===== config.mk =====
export PLATFORM = sky130hd
export DESIGN_NAME = rv32_mod_load_store_unit_flat
export DESIGN_NICKNAME = d
export VERILOG_FILES = /design/src/rtl/rv32_mod_load_store_unit_pkg.sv /design/src/rtl/rv32_mod_load_store_unit_if.sv /design/src/rtl/rv32_mod_load_store_unit_align.sv /design/src/rtl/rv32_mod_load_store_unit.sv /design/src/flat_wrapper.sv
export SDC_FILE = /design/constraint.sdc
export NUM_CORES = 1
export LEC_CHECK = 0
export CORE_UTILIZATION = 44
export CTS_CLUSTER_DIAMETER = 40
export DETAILED_ROUTE_END_ITERATION = 7
export GPL_TIMING_DRIVEN = 0
export PLACE_DENSITY = 0.84
export SLEW_MARGIN = 40
export SYNTH_ARGS = -nofsm -noshare
export SYNTH_HDL_FRONTEND = slang
export SYNTH_SLANG_ARGS = --single-unit
export TNS_END_PERCENT = 50

===== constraint.sdc =====
create_clock -name clk -period 1.9 [get_ports clk]
set_input_delay 0.38 -clock clk [delete_from_list [all_inputs] [get_ports clk]]
set_output_delay 0.38 -clock clk [all_outputs]
set_load 0.01 [all_outputs]

===== src/rtl/rv32_mod_load_store_unit_pkg.sv =====
// Shared types for the load/store unit.
//  lsu_state_t    : FSM states of the LSU (IDLE, BUS, RESP)
//  lsu_err_t      : completion code returned with lsu_done; the same encoding
//                   is used by writeback when the source is WB_SOURCE_LSU
//  LSU_W_*        : access width field of lsu_ram_req[1:0]
//  lsu_bad_access : misaligned-or-illegal check on width and addr[1:0]
package rv32_mod_load_store_unit_pkg;

    typedef enum logic [1:0] {
        ST_IDLE = 2'd0,
        ST_BUS  = 2'd1,
        ST_RESP = 2'd2
    } lsu_state_t;

    typedef enum logic [1:0] {
        LSU_ERR_OK      = 2'd0,
        LSU_ERR_ALIGN   = 2'd1,
        LSU_ERR_BUS     = 2'd2,
        LSU_ERR_TIMEOUT = 2'd3
    } lsu_err_t;

    localparam logic [1:0] LSU_W_B = 2'b00;
    localparam logic [1:0] LSU_W_H = 2'b01;
    localparam logic [1:0] LSU_W_W = 2'b10;

    // Writeback mux select that carries lsu_err_t/lsu_rdata back to the regfile.
    localparam logic [1:0] WB_SOURCE_LSU = 2'd2;

    // True when the access must be rejected without touching the bus.
    function automatic logic lsu_bad_access(input logic [1:0] width, input logic [1:0] lo);
        case (width)
            LSU_W_B: return 1'b0;
            LSU_W_H: return lo[0];
            LSU_W_W: return (lo != 2'b00);
            default: return 1'b1;   // width 11 is illegal
        endcase
    endfunction

endpackage


===== src/rtl/rv32_mod_load_store_unit_if.sv =====
// Pipeline request/response and data-memory bus signals of the LSU.
//  slave  : the LSU view (takes requests, drives the memory bus)
//  master : the pipeline + memory view (issues requests, answers the bus)
interface rv32_mod_load_store_unit_if;
    // pipeline side
    logic        lsu_valid;
    logic [3:0]  lsu_ram_req;
    logic        lsu_ram_wr;
    logic [31:0] lsu_addr;
    logic [31:0] lsu_wdata;
    logic        lsu_busy;
    logic        lsu_done;
    logic [1:0]  lsu_err;
    logic [31:0] lsu_rdata;
    // data-memory bus
    logic        dmem_req;
    logic        dmem_we;
    logic [31:0] dmem_addr;
    logic [3:0]  dmem_be;
    logic [31:0] dmem_wdata;
    logic        dmem_ack;
    logic        dmem_err;
    logic [31:0] dmem_rdata;

    modport slave (
        input  lsu_valid, lsu_ram_req, lsu_ram_wr, lsu_addr, lsu_wdata,
        output lsu_busy, lsu_done, lsu_err, lsu_rdata,
        output dmem_req, dmem_we, dmem_addr, dmem_be, dmem_wdata,
        input  dmem_ack, dmem_err, dmem_rdata
    );

    modport master (
        output lsu_valid, lsu_ram_req, lsu_ram_wr, lsu_addr, lsu_wdata,
        input  lsu_busy, lsu_done, lsu_err, lsu_rdata,
        input  dmem_req, dmem_we, dmem_addr, dmem_be, dmem_wdata,
        output dmem_ack, dmem_err, dmem_rdata
    );
endinterface


===== src/rtl/rv32_mod_load_store_unit_align.sv =====
// Combinational data alignment for the LSU.
//  store side: st_width_i, st_addr_lo_i, st_data_i -> st_be_o, st_wdata_o
//              (byte/half data replicated across all lanes)
//  load side : ld_width_i, ld_addr_lo_i, ld_unsigned_i, ld_bus_data_i -> ld_data_o
//              (byte/half picked by address, sign- or zero-extended)
module rv32_mod_lsu_align
    import rv32_mod_load_store_unit_pkg::*;
(
    input  logic [1:0]  st_width_i,
    input  logic [1:0]  st_addr_lo_i,
    input  logic [31:0] st_data_i,
    output logic [3:0]  st_be_o,
    output logic [31:0] st_wdata_o,
    input  logic [1:0]  ld_width_i,
    input  logic [1:0]  ld_addr_lo_i,
    input  logic        ld_unsigned_i,
    input  logic [31:0] ld_bus_data_i,
    output logic [31:0] ld_data_o
);
    logic [7:0]  ld_byte;
    logic [15:0] ld_half;

    always_comb begin
        st_be_o    = 4'hF;
        st_wdata_o = st_data_i;
        case (st_width_i)
            LSU_W_B: begin
                st_be_o    = 4'b0001 << st_addr_lo_i;
                st_wdata_o = {4{st_data_i[7:0]}};
            end
            LSU_W_H: begin
                st_be_o    = st_addr_lo_i[1] ? 4'b1100 : 4'b0011;
                st_wdata_o = {2{st_data_i[15:0]}};
            end
            default: ;  // word (illegal widths never reach the bus)
        endcase
    end

    always_comb begin
        ld_byte = ld_bus_data_i[7:0];
        case (ld_addr_lo_i)
            2'd1:    ld_byte = ld_bus_data_i[15:8];
            2'd2:    ld_byte = ld_bus_data_i[23:16];
            2'd3:    ld_byte = ld_bus_data_i[31:24];
            default: ;
        endcase
        ld_half = ld_addr_lo_i[1] ? ld_bus_data_i[31:16] : ld_bus_data_i[15:0];

        ld_data_o = ld_bus_data_i;
        case (ld_width_i)
            LSU_W_B: ld_data_o = ld_unsigned_i ? {24'h0, ld_byte} : {{24{ld_byte[7]}}, ld_byte};
            LSU_W_H: ld_data_o = ld_unsigned_i ? {16'h0, ld_half} : {{16{ld_half[15]}}, ld_half};
            default: ;
        endcase
    end
endmodule


===== src/rtl/rv32_mod_load_store_unit.sv =====
// Load/store unit: one outstanding req/ack transaction on the data bus.
//  clk, rst_n : clock (rising edge), asynchronous active-low reset
//  lsu_bus    : slave modport of rv32_mod_load_store_unit_if
//               pipeline request (valid/ram_req/ram_wr/addr/wdata) in,
//               busy/done/err/rdata out; dmem_* bus master.
// Parameters:
//  TIMEOUT_CYCLES : BUS cycles before abort with LSU_ERR_TIMEOUT, 0 disables
//  CNT_WIDTH      : timeout counter width, 2**CNT_WIDTH > TIMEOUT_CYCLES
module rv32_mod_load_store_unit
    import rv32_mod_load_store_unit_pkg::*;
#(
    parameter int TIMEOUT_CYCLES = 255,
    parameter int CNT_WIDTH      = 8
) (
    input logic                          clk,
    input logic                          rst_n,
    rv32_mod_load_store_unit_if.slave    lsu_bus
);
    localparam logic [CNT_WIDTH-1:0] TO_LAST =
        (TIMEOUT_CYCLES > 0) ? CNT_WIDTH'(TIMEOUT_CYCLES - 1) : '0;

    lsu_state_t           state_q;
    logic [CNT_WIDTH-1:0] cnt_q;
    lsu_err_t             err_q;
    logic [31:0]          rdata_q;
    logic                 we_q;
    logic [31:0]          addr_q;
    logic [3:0]           be_q;
    logic [31:0]          wdata_q;
    // load-extract controls kept for the response cycle
    logic [1:0]           ld_width_q;
    logic [1:0]           ld_lo_q;
    logic                 ld_uns_q;

    logic [3:0]  st_be;
    logic [31:0] st_wdata;
    logic [31:0] ld_data;
    logic        accept;
    logic        bad_access;
    logic        unused_req_bit;

    // bit 3 of the request field carries nothing for the LSU
    assign unused_req_bit = lsu_bus.lsu_ram_req[3];

    rv32_mod_lsu_align u_align (
        .st_width_i    (lsu_bus.lsu_ram_req[1:0]),
        .st_addr_lo_i  (lsu_bus.lsu_addr[1:0]),
        .st_data_i     (lsu_bus.lsu_wdata),
        .st_be_o       (st_be),
        .st_wdata_o    (st_wdata),
        .ld_width_i    (ld_width_q),
        .ld_addr_lo_i  (ld_lo_q),
        .ld_unsigned_i (ld_uns_q),
        .ld_bus_data_i (lsu_bus.dmem_rdata),
        .ld_data_o     (ld_data)
    );

    // busy only while a bus cycle is open, so RESP can accept back-to-back
    assign lsu_bus.lsu_busy   = (state_q == ST_BUS);
    assign lsu_bus.dmem_req   = (state_q == ST_BUS);
    assign lsu_bus.lsu_done   = (state_q == ST_RESP);
    assign lsu_bus.lsu_err    = err_q;
    assign lsu_bus.lsu_rdata  = rdata_q;
    assign lsu_bus.dmem_we    = we_q;
    assign lsu_bus.dmem_addr  = addr_q;
    assign lsu_bus.dmem_be    = be_q;
    assign lsu_bus.dmem_wdata = wdata_q;

    assign accept     = lsu_bus.lsu_valid && (state_q != ST_BUS);
    assign bad_access = lsu_bad_access(lsu_bus.lsu_ram_req[1:0], lsu_bus.lsu_addr[1:0]);

    always_ff @(posedge clk or negedge rst_n) begin
        if (!rst_n) begin
            state_q    <= ST_IDLE;
            cnt_q      <= '0;
            err_q      <= LSU_ERR_OK;
            rdata_q    <= '0;
            we_q       <= 1'b0;
            addr_q     <= '0;
            be_q       <= '0;
            wdata_q    <= '0;
            ld_width_q <= '0;
            ld_lo_q    <= '0;
            ld_uns_q   <= 1'b0;
        end else begin
            case (state_q)
                ST_BUS: begin
                    cnt_q <= cnt_q + 1'b1;
                    // bus error outranks ack, ack outranks timeout
                    if (lsu_bus.dmem_err) begin
                        state_q <= ST_RESP;
                        err_q   <= LSU_ERR_BUS;
                        rdata_q <= '0;
                    end else if (lsu_bus.dmem_ack) begin
                        state_q <= ST_RESP;
                        err_q   <= LSU_ERR_OK;
                        rdata_q <= we_q ? 32'h0 : ld_data;
                    end else if ((TIMEOUT_CYCLES > 0) && (cnt_q == TO_LAST)) begin
                        state_q <= ST_RESP;
                        err_q   <= LSU_ERR_TIMEOUT;
                        rdata_q <= '0;
                    end
                end
                default: begin  // IDLE and RESP both take new requests
                    if (accept) begin
                        if (bad_access) begin
                            state_q <= ST_RESP;
                            err_q   <= LSU_ERR_ALIGN;
                            rdata_q <= '0;
                        end else begin
                            state_q    <= ST_BUS;
                            cnt_q      <= '0;
                            we_q       <= lsu_bus.lsu_ram_wr;
                            addr_q     <= {lsu_bus.lsu_addr[31:2], 2'b00};
                            be_q       <= st_be;
                            wdata_q    <= st_wdata;
                            ld_width_q <= lsu_bus.lsu_ram_req[1:0];
                            ld_lo_q    <= lsu_bus.lsu_addr[1:0];
                            ld_uns_q   <= lsu_bus.lsu_ram_req[2];
                        end
                    end else begin
                        state_q <= ST_IDLE;
                    end
                end
            endcase
        end
    end
endmodule


===== src/flat_wrapper.sv =====
// flat-port wrapper written by rule: the top's interface ports become plain ports
module rv32_mod_load_store_unit_flat import rv32_mod_load_store_unit_pkg::*;
#(
    parameter int TIMEOUT_CYCLES = 255,
    parameter int CNT_WIDTH      = 8
)
  (clk, rst_n, lsu_bus_lsu_valid, lsu_bus_lsu_ram_req, lsu_bus_lsu_ram_wr, lsu_bus_lsu_addr, lsu_bus_lsu_wdata, lsu_bus_lsu_busy, lsu_bus_lsu_done, lsu_bus_lsu_err, lsu_bus_lsu_rdata, lsu_bus_dmem_req, lsu_bus_dmem_we, lsu_bus_dmem_addr, lsu_bus_dmem_be, lsu_bus_dmem_wdata, lsu_bus_dmem_ack, lsu_bus_dmem_err, lsu_bus_dmem_rdata);
  rv32_mod_load_store_unit_if lsu_bus_i ();
  input logic clk;
  input logic rst_n;
  input wire logic [$bits(lsu_bus_i.lsu_valid)-1:0] lsu_bus_lsu_valid;
  input wire logic [$bits(lsu_bus_i.lsu_ram_req)-1:0] lsu_bus_lsu_ram_req;
  input wire logic [$bits(lsu_bus_i.lsu_ram_wr)-1:0] lsu_bus_lsu_ram_wr;
  input wire logic [$bits(lsu_bus_i.lsu_addr)-1:0] lsu_bus_lsu_addr;
  input wire logic [$bits(lsu_bus_i.lsu_wdata)-1:0] lsu_bus_lsu_wdata;
  output wire logic [$bits(lsu_bus_i.lsu_busy)-1:0] lsu_bus_lsu_busy;
  output wire logic [$bits(lsu_bus_i.lsu_done)-1:0] lsu_bus_lsu_done;
  output wire logic [$bits(lsu_bus_i.lsu_err)-1:0] lsu_bus_lsu_err;
  output wire logic [$bits(lsu_bus_i.lsu_rdata)-1:0] lsu_bus_lsu_rdata;
  output wire logic [$bits(lsu_bus_i.dmem_req)-1:0] lsu_bus_dmem_req;
  output wire logic [$bits(lsu_bus_i.dmem_we)-1:0] lsu_bus_dmem_we;
  output wire logic [$bits(lsu_bus_i.dmem_addr)-1:0] lsu_bus_dmem_addr;
  output wire logic [$bits(lsu_bus_i.dmem_be)-1:0] lsu_bus_dmem_be;
  output wire logic [$bits(lsu_bus_i.dmem_wdata)-1:0] lsu_bus_dmem_wdata;
  input wire logic [$bits(lsu_bus_i.dmem_ack)-1:0] lsu_bus_dmem_ack;
  input wire logic [$bits(lsu_bus_i.dmem_err)-1:0] lsu_bus_dmem_err;
  input wire logic [$bits(lsu_bus_i.dmem_rdata)-1:0] lsu_bus_dmem_rdata;
  assign lsu_bus_i.lsu_valid = lsu_bus_lsu_valid;
  assign lsu_bus_i.lsu_ram_req = lsu_bus_lsu_ram_req;
  assign lsu_bus_i.lsu_ram_wr = lsu_bus_lsu_ram_wr;
  assign lsu_bus_i.lsu_addr = lsu_bus_lsu_addr;
  assign lsu_bus_i.lsu_wdata = lsu_bus_lsu_wdata;
  assign lsu_bus_lsu_busy = lsu_bus_i.lsu_busy;
  assign lsu_bus_lsu_done = lsu_bus_i.lsu_done;
  assign lsu_bus_lsu_err = lsu_bus_i.lsu_err;
  assign lsu_bus_lsu_rdata = lsu_bus_i.lsu_rdata;
  assign lsu_bus_dmem_req = lsu_bus_i.dmem_req;
  assign lsu_bus_dmem_we = lsu_bus_i.dmem_we;
  assign lsu_bus_dmem_addr = lsu_bus_i.dmem_addr;
  assign lsu_bus_dmem_be = lsu_bus_i.dmem_be;
  assign lsu_bus_dmem_wdata = lsu_bus_i.dmem_wdata;
  assign lsu_bus_i.dmem_ack = lsu_bus_dmem_ack;
  assign lsu_bus_i.dmem_err = lsu_bus_dmem_err;
  assign lsu_bus_i.dmem_rdata = lsu_bus_dmem_rdata;
  rv32_mod_load_store_unit #(.TIMEOUT_CYCLES(TIMEOUT_CYCLES), .CNT_WIDTH(CNT_WIDTH)) u_core (.clk(clk), .rst_n(rst_n), .lsu_bus(lsu_bus_i));
endmodule

; ---- After elaboration in Yosys (flattened, before gate mapping)
; Cells that the tools add are included.
; W data, S select, Z words.
[word_totals]
register_bits = 116
inputBits = 106
out_inout_bits = 106
word_cells = 67
[classes]
n_addsub = 1
n_eq_ne = 12
shift = 1
n_mux = 31
n_bitwise = 2
reduce_logical = 9
[ops]
columns = operator, n
row1 = $mux W32, 9
row2 = $pmux W32 S2, 2
row3 = $mux W2, 12
row4 = $mux W8, 3
row5 = $pmux W8 S3, 1
row6 = $mux W16, 1
row7 = $add A8 B1 Y8 const B, 1
row8 = $eq A2 B1 Y1 const B, 4
row9 = $eq A2 B2 Y1 const B, 4
row10 = $eq A8 B8 Y1 const B, 1
row11 = $pmux W4 S2, 1
row12 = $reduce_and A3 Y1, 2
row13 = $reduce_bool A2 Y1, 3
row14 = $logic_not A2 Y1, 2
row15 = $mux W4, 1
row16 = $ne A4 B1 Y1 const B, 1
row17 = $shl A1 B2 Y4 const A, 1
row18 = $pmux W1 S3, 1
row19 = $ne A2 B1 Y1 const B, 1
row20 = $ne A2 B2 Y1 const B, 1
row21 = $not A1 Y1, 2
row22 = $reduce_and A2 Y1, 1
row23 = $logic_and A1 B1 Y1, 1

; ---- Logic depth before layout (Yosys ltp)
[logic_depth]
depth_word = 8
depth_mapped = 7
depth_no_buf = 7

; ---- By module
; Synthesis repeated with hierarchy kept, for this count alone.
[unflattened]
cells_unflattened = 604
hier_area_um2 = 6476.2
[modules_own_cells]
columns = mod, n_inst, cells_per_inst, area_each_um2, seq_area_each_um2
row1 = rv32_mod_load_store_unit, 1, 411, 5043.6, 2902.8
row2 = rv32_mod_lsu_align, 1, 193, 1432.6, 0.0

; ---- Worst setup path after synthesis
; Ideal clock, no wire load.
[synth_path]
path_kind = in2reg
start = in lsu_bus_lsu_ram_req[0]
end = reg u_core.addr_q[13], in the netlist u_core.lsu_bus.dmem_addr[13]
setup_ns = 0.125
t_arrival_ns = 1.479
t_required_ns = 1.775
slack_ns = 0.296
stages = 6
n_path_buf = 3
path_cell_list = buf_2 > nor3_2 > o211ai_2 > buf_6 > buf_6 > mux2_4
[synth_via]
elab_chain_len = 4
word_cells_on_any_way = 6
cone_classes = eq/ne (2) / mux (1) / bitwise (1) / reduce/logical (2)
[synth_lines]
columns = element, line
row1 = from (decl), flat_wrapper.sv:12  ; input wire logic [$bits(lsu_bus_i.lsu_ram_req)-1:0] lsu_bus_lsu_ram_req;
row2 = "$eq A2 B2 Y1, or another cell as far along", rv32_mod_load_store_unit_pkg.sv:31  ; case (width)
row3 = $pmux W1 S3 (*), rv32_mod_load_store_unit_pkg.sv:31
row4 = $not A1 Y1 (no line) (*), -
row5 = $reduce_and A3 Y1 (no line) (*), -
row6 = to (signal assigned), rv32_mod_load_store_unit.sv:114  ; addr_q <= {lsu_bus.lsu_addr[31:2], 2'b00};
row7 = to (decl), rv32_mod_load_store_unit.sv:27  ; logic [31:0] addr_q;
; Every way passes the cells marked *; elsewhere a longest branch is shown, timed or not.
; A chain may end at the register's enable or synchronous reset.

; ---- Worst setup path after layout
[layout_path]
start = in lsu_bus_lsu_addr[0]
end = reg u_core.addr_q[22], in the netlist u_core.lsu_bus.dmem_addr[22]
[layout_via]
elab_chain_len = 4
[layout_lines]
columns = element, line
row1 = from (decl), flat_wrapper.sv:14  ; input wire logic [$bits(lsu_bus_i.lsu_addr)-1:0] lsu_bus_lsu_addr;
row2 = $reduce_bool A2 Y1, rv32_mod_load_store_unit_pkg.sv:34  ; LSU_W_W: return (lo != 2'b00);
row3 = $pmux W1 S3 (*), rv32_mod_load_store_unit_pkg.sv:31
row4 = $not A1 Y1 (no line) (*), -
row5 = $reduce_and A3 Y1 (no line) (*), -
; Marked as above.

==> impl_summary.txt <==
----------------------------------------------------
[Status]
  Result of the run ... complete, no violations

[Place]
  Worst Setup Slack post-DPL ... -0.398 ns
  Detailed Place HPWL ... 12.1 mm
  Last weighted congestion value of the routability-driven placer ... 0.886
  Count of input and output buffers ... 207
  Placed Cells ... 853

[Timing]
  Min cycle time layout ... 1.85 ns
  Tcrit/Tclk final ... 97.1%
  Peak Freq ... 0.542 GHz
  Max-slew violation count ... 0
  Final Hold Fails ... 0
  Worst clock skew on the final layout ... 0.00713 ns
  Max-slew headroom ... 49.2%
  Setup violation total in the final timing report ... 0
  Worst Tran Pin Value ... 0.762 ns
  Unrepaired setup endpoints after global routing ... false
  Smallest setup slack after layout ... 0.0548 ns

[CTS]
  TritonCTS buffer count ... 17
  Clock buffer depth ... 2
  H-Tree Level Count ... 4
  Clock Sink Count ... 116
  Clock transition time at the flip-flop clock pins of the worst setup and hold paths ... 0.05 ns
  TritonCTS clock tree ... yes
  Setup bufs post-CTS ... 0
  Clock latency reported for the late side of the worst-skew pair ... 0.41 ns
  Root Driver ... clkbuf_16

[GRT]
  Global router's overall resource usage ... 26.4%
  Largest net degree at the start of global routing ... 72
  Total grt overflow ... 0
  Number of antenna violations at the first check in global routing ... 0
  Wire length of the first global-routing pass ... 25.8 mm
  Number of global-route vias before repair ... 5123

[Synth]
  Total standard cell area after synthesis ... 0.00554 mm2
  Number of synthesized flops with an enable pin ... 0
  Dominant synthesized flop cell ... dfrtp_1
  Leading cell type by number of instances after synthesis ... dfrtp_1
  Share of Yosys cell area claimed by the top area cell type ... 52.4%
  Most area-consuming cells after synthesis ... dfrtp_1 52%, mux2i_1 5.6%, mux2_4 5.1%, mux2_2 5.1%, o21ai_0 3.6%
  Mean cell area of the mapped netlist ... 11.6 um2
  Share of flip-flops with an asynchronous set or reset ... 100%
  Warnings, synthesis ... 0
  Most frequent cells after synthesis ... 116 x dfrtp_1, 43 x nand2_1, 40 x o21ai_0, 31 x mux2i_1, 28 x a21oi_1
  Count of different cell masters after synthesis ... 55
  Yosys reg bits ... 116
  Yosys top cell by area ... dfrtp_1
  Instance count of the mapped netlist ... 476
  Register area share after synthesis ... 52.4%

[Drt]
  Total number of vias ... 4767
  Number of detailed-route iterations in the first pass ... 6
  Post-DR wirelength/cell ... 18.8 um
  Wirelength, routed ... 16.7 mm
  Per-cell via count in the routed design ... 5.38
  Antenna violation net count after detailed routing ... 0
  Number of DRC markers after the initial detailed-route iteration ... 298
  Remaining design rule violation count ... 0

[Power and ir drop]
  PwrDens ... 1050 mW/mm2
  Worst ir drop on vdd ... 648 uV
  Leakage ... 0.00374 uW

[Die]
  Die footprint ... 0.0130 mm2
  Starting utilization of the core area ... 45.6%
  Area of the core ... 0.0122 mm2
  Num ports ... 212
  Std-Cell Rows ... 40
  Horiz. Die Dim ... 114 um
  Vertical extent of the die ... 114 um

[Critical path]
  R2R depth ... 7
  Critical Path RT ... 2.19 ns
  Top fanout value on the critical path ... 10
  Worst flop-to-flop path startpoint ... u_core.cnt_q[0]
  Type of element capturing the critical path ... register
  Critical setup path kind ... input port to register
  Worst setup endpoint ... u_core.lsu_bus.dmem_addr[22]
  Setup slack, reg-to-reg ... 0.14 ns
  Startpoint kind of the worst setup timing path ... input port
  Crit path arrival time ... 2.14 ns
  Worst setup path start ... lsu_bus_lsu_addr[0]
  Critical R2R Capture ... u_core.lsu_bus.lsu_rdata[20]

[Layout]
  Layout Cells excl Fill ... 886
  Nets ... 813
  Antenna cells ... 0
  Fraction of layout cells with a size suffix above 1 ... 16.3%
  Area added between synthesis and finish ... 52.7%

[Hold path]
  Type of the worst min-delay path ... input port to asynchronous set/reset pin

[Run]
  Max Cap Violations ... 0

----------------------------------------------------
## timing repair
| item | in CTS | in global routing |
|---|---|---|
| resized for setup | 6 | 5 |
| pin swaps | 0 | 0 |
| setup endpoints to repair | 3 | 14 |
| hold endpoints to repair | 45 | 0 |
| hold buffers | 1 | 0 |
## worst min path at each step
stage	startpoint	to	slack, ns
after floorplan	rst_n	u_core.cnt_q[0]	0.08
after global placement	u_core.lsu_bus.dmem_wdata[22]	u_core.lsu_bus.dmem_wdata[22]	0.46
after detailed placement	rst_n	u_core.lsu_bus.lsu_rdata[2]	0.30
after CTS	rst_n	u_core.lsu_bus.lsu_rdata[0]	0.46
after global routing	rst_n	u_core.ld_uns_q	0.48
final	rst_n	u_core.lsu_bus.lsu_err[0]	0.46
## worst max-delay path, stage by stage
cell and delay (ns):
clkdlybuf4s50_1 0.57, a21oi_1 0.15, o211ai_2 0.30, buf_6 0.21, buf_6 0.19, mux2_4 0.32
## flip-flops by register name, indices dropped and copies added (netlist names)
signal / flops
u_core.lsu_bus.dmem_we: 1
u_core.ld_uns_q: 1
u_core.state_q: 2
u_core.cnt_q: 8
u_core.lsu_bus.dmem_addr: 30
u_core.ld_width_q: 2
u_core.lsu_bus.lsu_err: 2
u_core.ld_lo_q: 2
u_core.lsu_bus.dmem_be: 4
u_core.lsu_bus.lsu_rdata: 32
u_core.lsu_bus.dmem_wdata: 32
## layer usage
layer	GRT usage (%)	vias to the layer above	wire length, um
li1	-	2181	-
met1	29.2	2292	6420
met2	44.7	251	8260
met3	8.84	43	1460
met4	14.8	0	539
met5	0	-	0
## cell type report
cell class	instances	area, um2
Buffer	34	210
Clock buffer	24	512
Clock inverter	8	72.6
Fill cell	880	3700
Inverter	7	31.3
Multi-Input combinational cell	320	2410
Sequential cell	116	2900
Tap cell	168	210
Timing Repair Buffer	209	2110
## stage by stage
stage	area, um2	util, %	setup TNS (ns)	hold WS [ns]	total power [uW]
2_1_floorplan	5550	-	0	0.0844	4370
3_3_place_gp	7830	64.4	-478.38	0.461	5660
3_5_place_dp	7860	64.6	-29.44	0.300	5750
4_1_cts	8450	69.5	0	0.459	8910
5_1_grt	8460	69.6	0	0.481	9240
6_report	8460	69.6	0	0.460	8850
## kinds of logic after synthesis
| logic type | Yosys count | share of synthesized area [%] |
|---|---|---|
| mux | 76 | 16.2 |
| fa+ha+maj | 2 | 0.451 |
| buf+inv | 41 | 4.20 |
| compound gates | 140 | 17.6 |
| flops | 116 | 52.4 |
| simple gates | 100 | 9.03 |
| other cells | 1 | 0.0677 |
## cell usage in the layout (no fill, tap or decap), drive strengths merged, types with 4 or more instances in the layout
cell           Yosys  layout
a22o              21      21
clkinv             0       4
o22ai              8       8
mux2i             31      31
nor3               6       6
a21oi             29      29
nand2b             8       8
inv                7       7
nor2              16      16
clkbuf            13      38
o2bb2ai            9       9
o21ai             41      41
nand2             43      43
nor2b              9       9
buf               21      23
a21o              14      14
or3                8       8
clkdlybuf4s50      0     203
dfrtp            116     116
mux2              44      44
## report_power, final
group | leakage (uW) | switching (uW) | internal [uW] | total, uW
Clock | 0.000284 | 1110 | 1990 | 3100
Combinational | 0.00199 | 1130 | 1430 | 2560
Sequential | 0.00147 | 293 | 2900 | 3190
Total | 0.00374 | 2530 | 6320 | 8850
(Power assumes the default switching activity.)
